$ cat src/rtl/ocra_dac_bank_model_pkg.sv
// Shared definitions for the AD5781-style DAC bank model: register addresses,
// control-register bit positions and the control-register reset value.
package ocra_dac_bank_model_pkg;

  typedef enum logic [2:0] {
    AddrNop     = 3'd0,
    AddrDac     = 3'd1,
    AddrCtrl    = 3'd2,
    AddrClrcode = 3'd3,
    AddrSwctrl  = 3'd4
  } dac_addr_e;

  localparam int unsigned CTRL_BITS   = 6;
  localparam logic [CTRL_BITS-1:0] CTRL_RST = 6'b001110;
  localparam int unsigned CTRL_OPGND  = 2;
  localparam int unsigned CTRL_DACTRI = 3;
  localparam int unsigned CTRL_BIN2SC = 4;

  localparam int unsigned SW_LDAC  = 0;
  localparam int unsigned SW_CLR   = 1;
  localparam int unsigned SW_RESET = 2;

  localparam int unsigned PAYLOAD_MSB = 19;

  // Output is driven only when neither ground-clamp nor tristate is requested.
  function automatic logic dac_enabled(input logic [CTRL_BITS-1:0] ctrl);
    return ~ctrl[CTRL_OPGND] & ~ctrl[CTRL_DACTRI];
  endfunction

endpackage

$ cat src/rtl/ocra_dac_bank_model_channel.sv
// One DAC channel: serial deserialiser, frame decode, input/clearcode/control
// registers and the output register with its update and frame-error pulses.
module ocra_dac_bank_model_channel
  import ocra_dac_bank_model_pkg::*;
#(
  parameter int unsigned FRAME_BITS = 24,
  parameter int unsigned DATA_BITS  = 18
) (
  input  logic                 clk,
  input  logic                 rst,
  input  logic                 syncn,
  input  logic                 ldacn,
  input  logic                 sdo,
  output logic [DATA_BITS-1:0] dac_out,
  output logic                 dac_en,
  output logic                 frame_err,
  output logic                 upd_pulse
);

  localparam int unsigned CntW = $clog2(FRAME_BITS + 2);
  localparam logic [CntW-1:0] CntFull = CntW'(FRAME_BITS);
  localparam logic [CntW-1:0] CntSat  = CntW'(FRAME_BITS + 1);

  logic [FRAME_BITS-1:0] shift_q;
  logic [CntW-1:0]       cnt_q;
  logic                  active_q, ldacn_q;
  logic [DATA_BITS-1:0]  in_q, in_d, clr_q, clr_d, out_q, code;
  logic [CTRL_BITS-1:0]  ctrl_q, ctrl_d;
  logic                  commit, wr, dac_wr, sw_rst, sw_clr, sw_ldac, load, upd;
  logic                  ferr_q, upd_q;
  dac_addr_e             addr;

  function automatic logic [DATA_BITS-1:0] to_out(input logic [DATA_BITS-1:0] c,
                                                  input logic bin2sc);
    return bin2sc ? c : {~c[DATA_BITS-1], c[DATA_BITS-2:0]};
  endfunction

  always_comb begin
    commit  = syncn & active_q;
    wr      = commit & (cnt_q == CntFull) & ~shift_q[FRAME_BITS-1];
    addr    = dac_addr_e'(shift_q[FRAME_BITS-2 -: 3]);
    code    = shift_q[PAYLOAD_MSB -: DATA_BITS];
    in_d    = in_q;
    clr_d   = clr_q;
    ctrl_d  = ctrl_q;
    dac_wr  = 1'b0;
    sw_rst  = 1'b0;
    sw_clr  = 1'b0;
    sw_ldac = 1'b0;
    if (wr) begin
      case (addr)
        AddrDac: begin
          in_d   = code;
          dac_wr = 1'b1;
        end
        AddrCtrl:    ctrl_d = shift_q[CTRL_BITS-1:0];
        AddrClrcode: clr_d  = code;
        AddrSwctrl: begin
          // RESET beats CLR beats LDAC within one word.
          sw_rst  = shift_q[SW_RESET];
          sw_clr  = ~shift_q[SW_RESET] & shift_q[SW_CLR];
          sw_ldac = ~shift_q[SW_RESET] & ~shift_q[SW_CLR] & shift_q[SW_LDAC];
          if (sw_clr) in_d = clr_q;
        end
        default: ;
      endcase
    end
    load = sw_clr | sw_ldac | ~ldacn;
    // A held-low LDAC reloads silently; only its first edge or a code write pulses.
    upd  = sw_clr | sw_ldac | (~ldacn & (ldacn_q | dac_wr));
  end

  always_ff @(posedge clk) begin
    if (rst) begin
      shift_q  <= '0;
      cnt_q    <= '0;
      active_q <= 1'b0;
      ldacn_q  <= 1'b1;
      in_q     <= '0;
      clr_q    <= '0;
      out_q    <= '0;
      ctrl_q   <= CTRL_RST;
      ferr_q   <= 1'b0;
      upd_q    <= 1'b0;
    end else begin
      ldacn_q <= ldacn;
      if (!syncn) begin
        shift_q  <= {shift_q[FRAME_BITS-2:0], sdo};
        active_q <= 1'b1;
        if (cnt_q != CntSat) cnt_q <= cnt_q + 1'b1;
      end else begin
        active_q <= 1'b0;
        cnt_q    <= '0;
      end
      ferr_q <= commit & (cnt_q != CntFull);
      if (sw_rst) begin
        in_q   <= '0;
        clr_q  <= '0;
        out_q  <= '0;
        ctrl_q <= CTRL_RST;
        upd_q  <= 1'b0;
      end else begin
        in_q   <= in_d;
        clr_q  <= clr_d;
        ctrl_q <= ctrl_d;
        upd_q  <= upd;
        if (load) out_q <= to_out(in_d, ctrl_q[CTRL_BIN2SC]);
      end
    end
  end

  assign dac_out   = out_q;
  assign dac_en    = dac_enabled(ctrl_q);
  assign frame_err = ferr_q;
  assign upd_pulse = upd_q;

endmodule

$ cat config.mk
export PLATFORM = sky130hd
export DESIGN_NAME = ocra_dac_bank_model_channel
export DESIGN_NICKNAME = d
export VERILOG_FILES = /design/src/rtl/ocra_dac_bank_model_pkg.sv /design/src/rtl/ocra_dac_bank_model_channel.sv
export SDC_FILE = /design/constraint.sdc
export NUM_CORES = 1
export LEC_CHECK = 0
export BUFFER_PORTS_ARGS = -buffer_cell sky130_fd_sc_hd__buf_2
export CAP_MARGIN = 5
export CORE_MARGIN = 4
export CORE_UTILIZATION = 48
export CTS_CLUSTER_DIAMETER = 100
export DETAILED_ROUTE_END_ITERATION = 10
export PLACE_DENSITY = 0.68
export SLEW_MARGIN = 10
export SYNTH_ARGS = -nofsm -noshare
export SYNTH_HDL_FRONTEND = slang
export SYNTH_SLANG_ARGS = --single-unit
$ cat constraint.sdc
create_clock -name clk -period 2.2 [get_ports clk]
set_input_delay 0.22 -clock clk [delete_from_list [all_inputs] [get_ports clk]]
set_output_delay 0.22 -clock clk [all_outputs]
set_load 0.005 [all_outputs]
==> results.toml <==
[power_and_ir_drop]
power.leakage_nw = 1.714
p_comb_share_pct = 4.8
power_switching_uw = 709.3
vdd_drop_max_mv = 0.3723
p_int_mw = 2.137
power_mw = 2.846
swShare_pct = 24.92
p_seq_share_pct = 58.5
clkPwrFrac_pct = 36.6
p_per_area_mw_per_mm2 = 692.0

[yosys]
synth_nets = 417
synth-async-reset-ratio_pct = 0
yosysTopAreaCell = "dfxtp_1"
yosysTopAreaCellShare_pct = 47.97
ys_ff_latch = 90
synth.most_common_cell = "dfxtp_1"
synth_area_per_cell_um2 = 9.184
ys_warn_count = 0
synthTopCellsByArea = "dfxtp_1, mux2i_1, nor2_1, nand2_1, a21oi_1"
yosysSeqAreaShare_pct = 47.97
synth_cell_types = 43
synth_common_cells = "dfxtp_1, nor2_1, nand2_1, mux2i_1, a21oi_1"
syn_inst = 409
synth_ff_type = "dfxtp_1"
synth_edf_count = 0
netlist_area_mm2 = 0.003756

[global_route]
grt_use_total_pct = 17.55
grt_pass1_vias = 2678
grt_pass1_wl_mm = 12.63
antenna_found_initial = 0
overflow = 0
grt_max_degree = 39

[routing]
num_vias = 2826
drt-total-wl_mm = 7.436
drtAntennaViolNets = 0
drc = 0
drt_iter0_drc = 126
wl_per_cell_um = 14.11
firstDrtPassIters = 4
vias_per_cell = 5.362

[setup_path]
crit_type = "reg2reg"
critPathMaxFanout = 20
cp.required_ns = 2.49
cp.arrival_ns = 2.21
critPathLaunchType = "register"
end_kind = "register"

[die]
start_util_pct = 50.44
die_area_mm2 = 0.009305
num_rows = 31
ios = 26
die_w_um = 96.46
die_h_um = 96.46
core_region_area_mm2 = 0.007447

[layout]
drive_above_1_share_pct = 18.69
fillers = 690
finalInstanceArea_mm2 = 0.004113
syn_to_final_growth_pct = 9.494
fin_cells = 527
n_antenna_cell = 0
seqCellArea_mm2 = 0.001802
multi_input_comb_area_mm2 = 0.001735
fin_nets = 431

[placed_design]
hpwl_mm = 4.876
placed_area_mm2 = 0.003929
place_inst = 511
gp_congestion = 0.8255
port_buffers = 25

[clock_tree]
ctsHoldBuffers = 0
postCtsResizedCells = 0
cts_sinks = 90
cts_buffers = 9
cts_tree = "done"
clk-insertion-delay-late_ns = 0.35
path_clk_slew_ns = 0.09
htree_levels = 3
cts_setup_buffers = 0
root_buffer = "clkbuf_8"
clk_path_buf_depth = 2

[run_status]
status = "complete, no violations"

[sta]
fin_crit_ns = 1.926
finalSetupViolCount = 0
post-route-period-util_pct = 87.55
rsz0062_at_grt = "no"
fin_tns_setup_ns = 0
max_freq_ghz = 0.5192
drv_slew = 0
relSlewSlack_pct = 60.15
hold_viol = 0
worst_slew_pin_slew_ns = 0.5978
whs_ns = 0.1026
skew_ns = 0.009173

[run]
maxCapViolations = 0

[worst_hold_path]
hold_path_class = "in2reg"
==> cell type report <==
| class | count | area share (%) |
|---|---|---|
| tap | 99 | 3.012 |
| clock buffer | 9 | 3.012 |
| inverter | 4 | 0.3651 |
| sequential | 90 | 43.81 |
| multi-input combinational | 281 | 42.20 |
| clock inverter | 7 | 1.460 |
| timing repair buffer | 37 | 6.145 |
==> logic make-up (layout without fill, tap and decap cells) <==
logic type      Yosys count  count (layout)  share of synthesized area (%)
simple gates            130             130                          15.96
xor+xnor                  6               6                          1.399
flops                    90              90                          47.97
compound gates          100             100                          16.42
fa+ha+maj                 3               3                         0.9994
mux                      42              42                          11.19
buf+inv                  38              57                          6.062
==> critical path: stages, from the launching register on <==
cell     delay, ns
dfxtp_1       0.42
inv_1         0.07
ha_1          0.18
and4b_1       0.21
and2_1        0.24
a31oi_1       0.20
buf_4         0.28
o21ai_0       0.13
a21oi_1       0.13
==> registers in the layout, summed over array words and instances (netlist names), 3 cells and up <==
| name | flops |
|---|---|
| dac_out | 18 |
| cnt_q | 5 |
| ctrl_q | 3 |
| clr_q | 18 |
| shift_q | 24 |
| in_q | 18 |
==> power groups by stage <==
| stage | Combinational, mW | Clock [mW] | Sequential [mW] |
|---|---|---|---|
| floorplan | 0.0992 | 0 | 1.70 |
| detailed placement | 0.140 | 0 | 1.70 |
| global placement | 0.138 | 0 | 1.70 |
| CTS | 0.140 | 1.09 | 1.67 |
| finish | 0.138 | 1.04 | 1.67 |
| global route | 0.154 | 1.16 | 1.67 |
==> worst paths after layout <==
check	startpoint	to	slack, ns	depth (start not counted)
worst max register to register	cnt_q[0]$_SDFFE_PP0P_	dac_out[10]$_SDFFE_PP0P_	0.27	8
worst min register to register	active_q$_SDFF_PP0_	frame_err$_SDFF_PP0_	0.45	2
worst min-delay path	sdo	shift_q[0]$_SDFFE_PP0N_	0.10	3
worst max-delay path	cnt_q[0]$_SDFFE_PP0P_	dac_out[10]$_SDFFE_PP0P_	0.27	8
==> layout by cell type, fill, tap and decap left out, types with 10 or more instances in the layout <==
cell type | Yosys | layout
o21ai_0 | 25 | 25
nand2_2 | 10 | 10
mux2i_1 | 42 | 42
nor2_1 | 51 | 51
dfxtp_1 | 90 | 90
buf_2 | 12 | 25
a22oi_1 | 17 | 17
a21oi_1 | 29 | 29
a21oi_2 | 10 | 10
nand2_1 | 47 | 47
==> layer usage <==
| metal | up-vias | GRT usage [%] | share of wire [%] |
|---|---|---|---|
| li1 | 1431 | - | - |
| met1 | 1332 | 23.68 | 49 |
| met2 | 50 | 26.84 | 45 |
| met3 | 13 | 4.028 | 4.0 |
| met4 | 0 | 7.710 | 1.7 |
| met5 | - | 0 | 0 |
==> through the flow <==
step	worst slack, ns	utilization, %
after CTS	0.2656	55.23
after global routing	0.04682	55.23
after detailed placement	0.2792	52.76
final	0.2738	55.23
after global placement	0.3602	52.76
after floorplan	0.3841	-
Note: power is estimated with default switching activity, not from simulation.
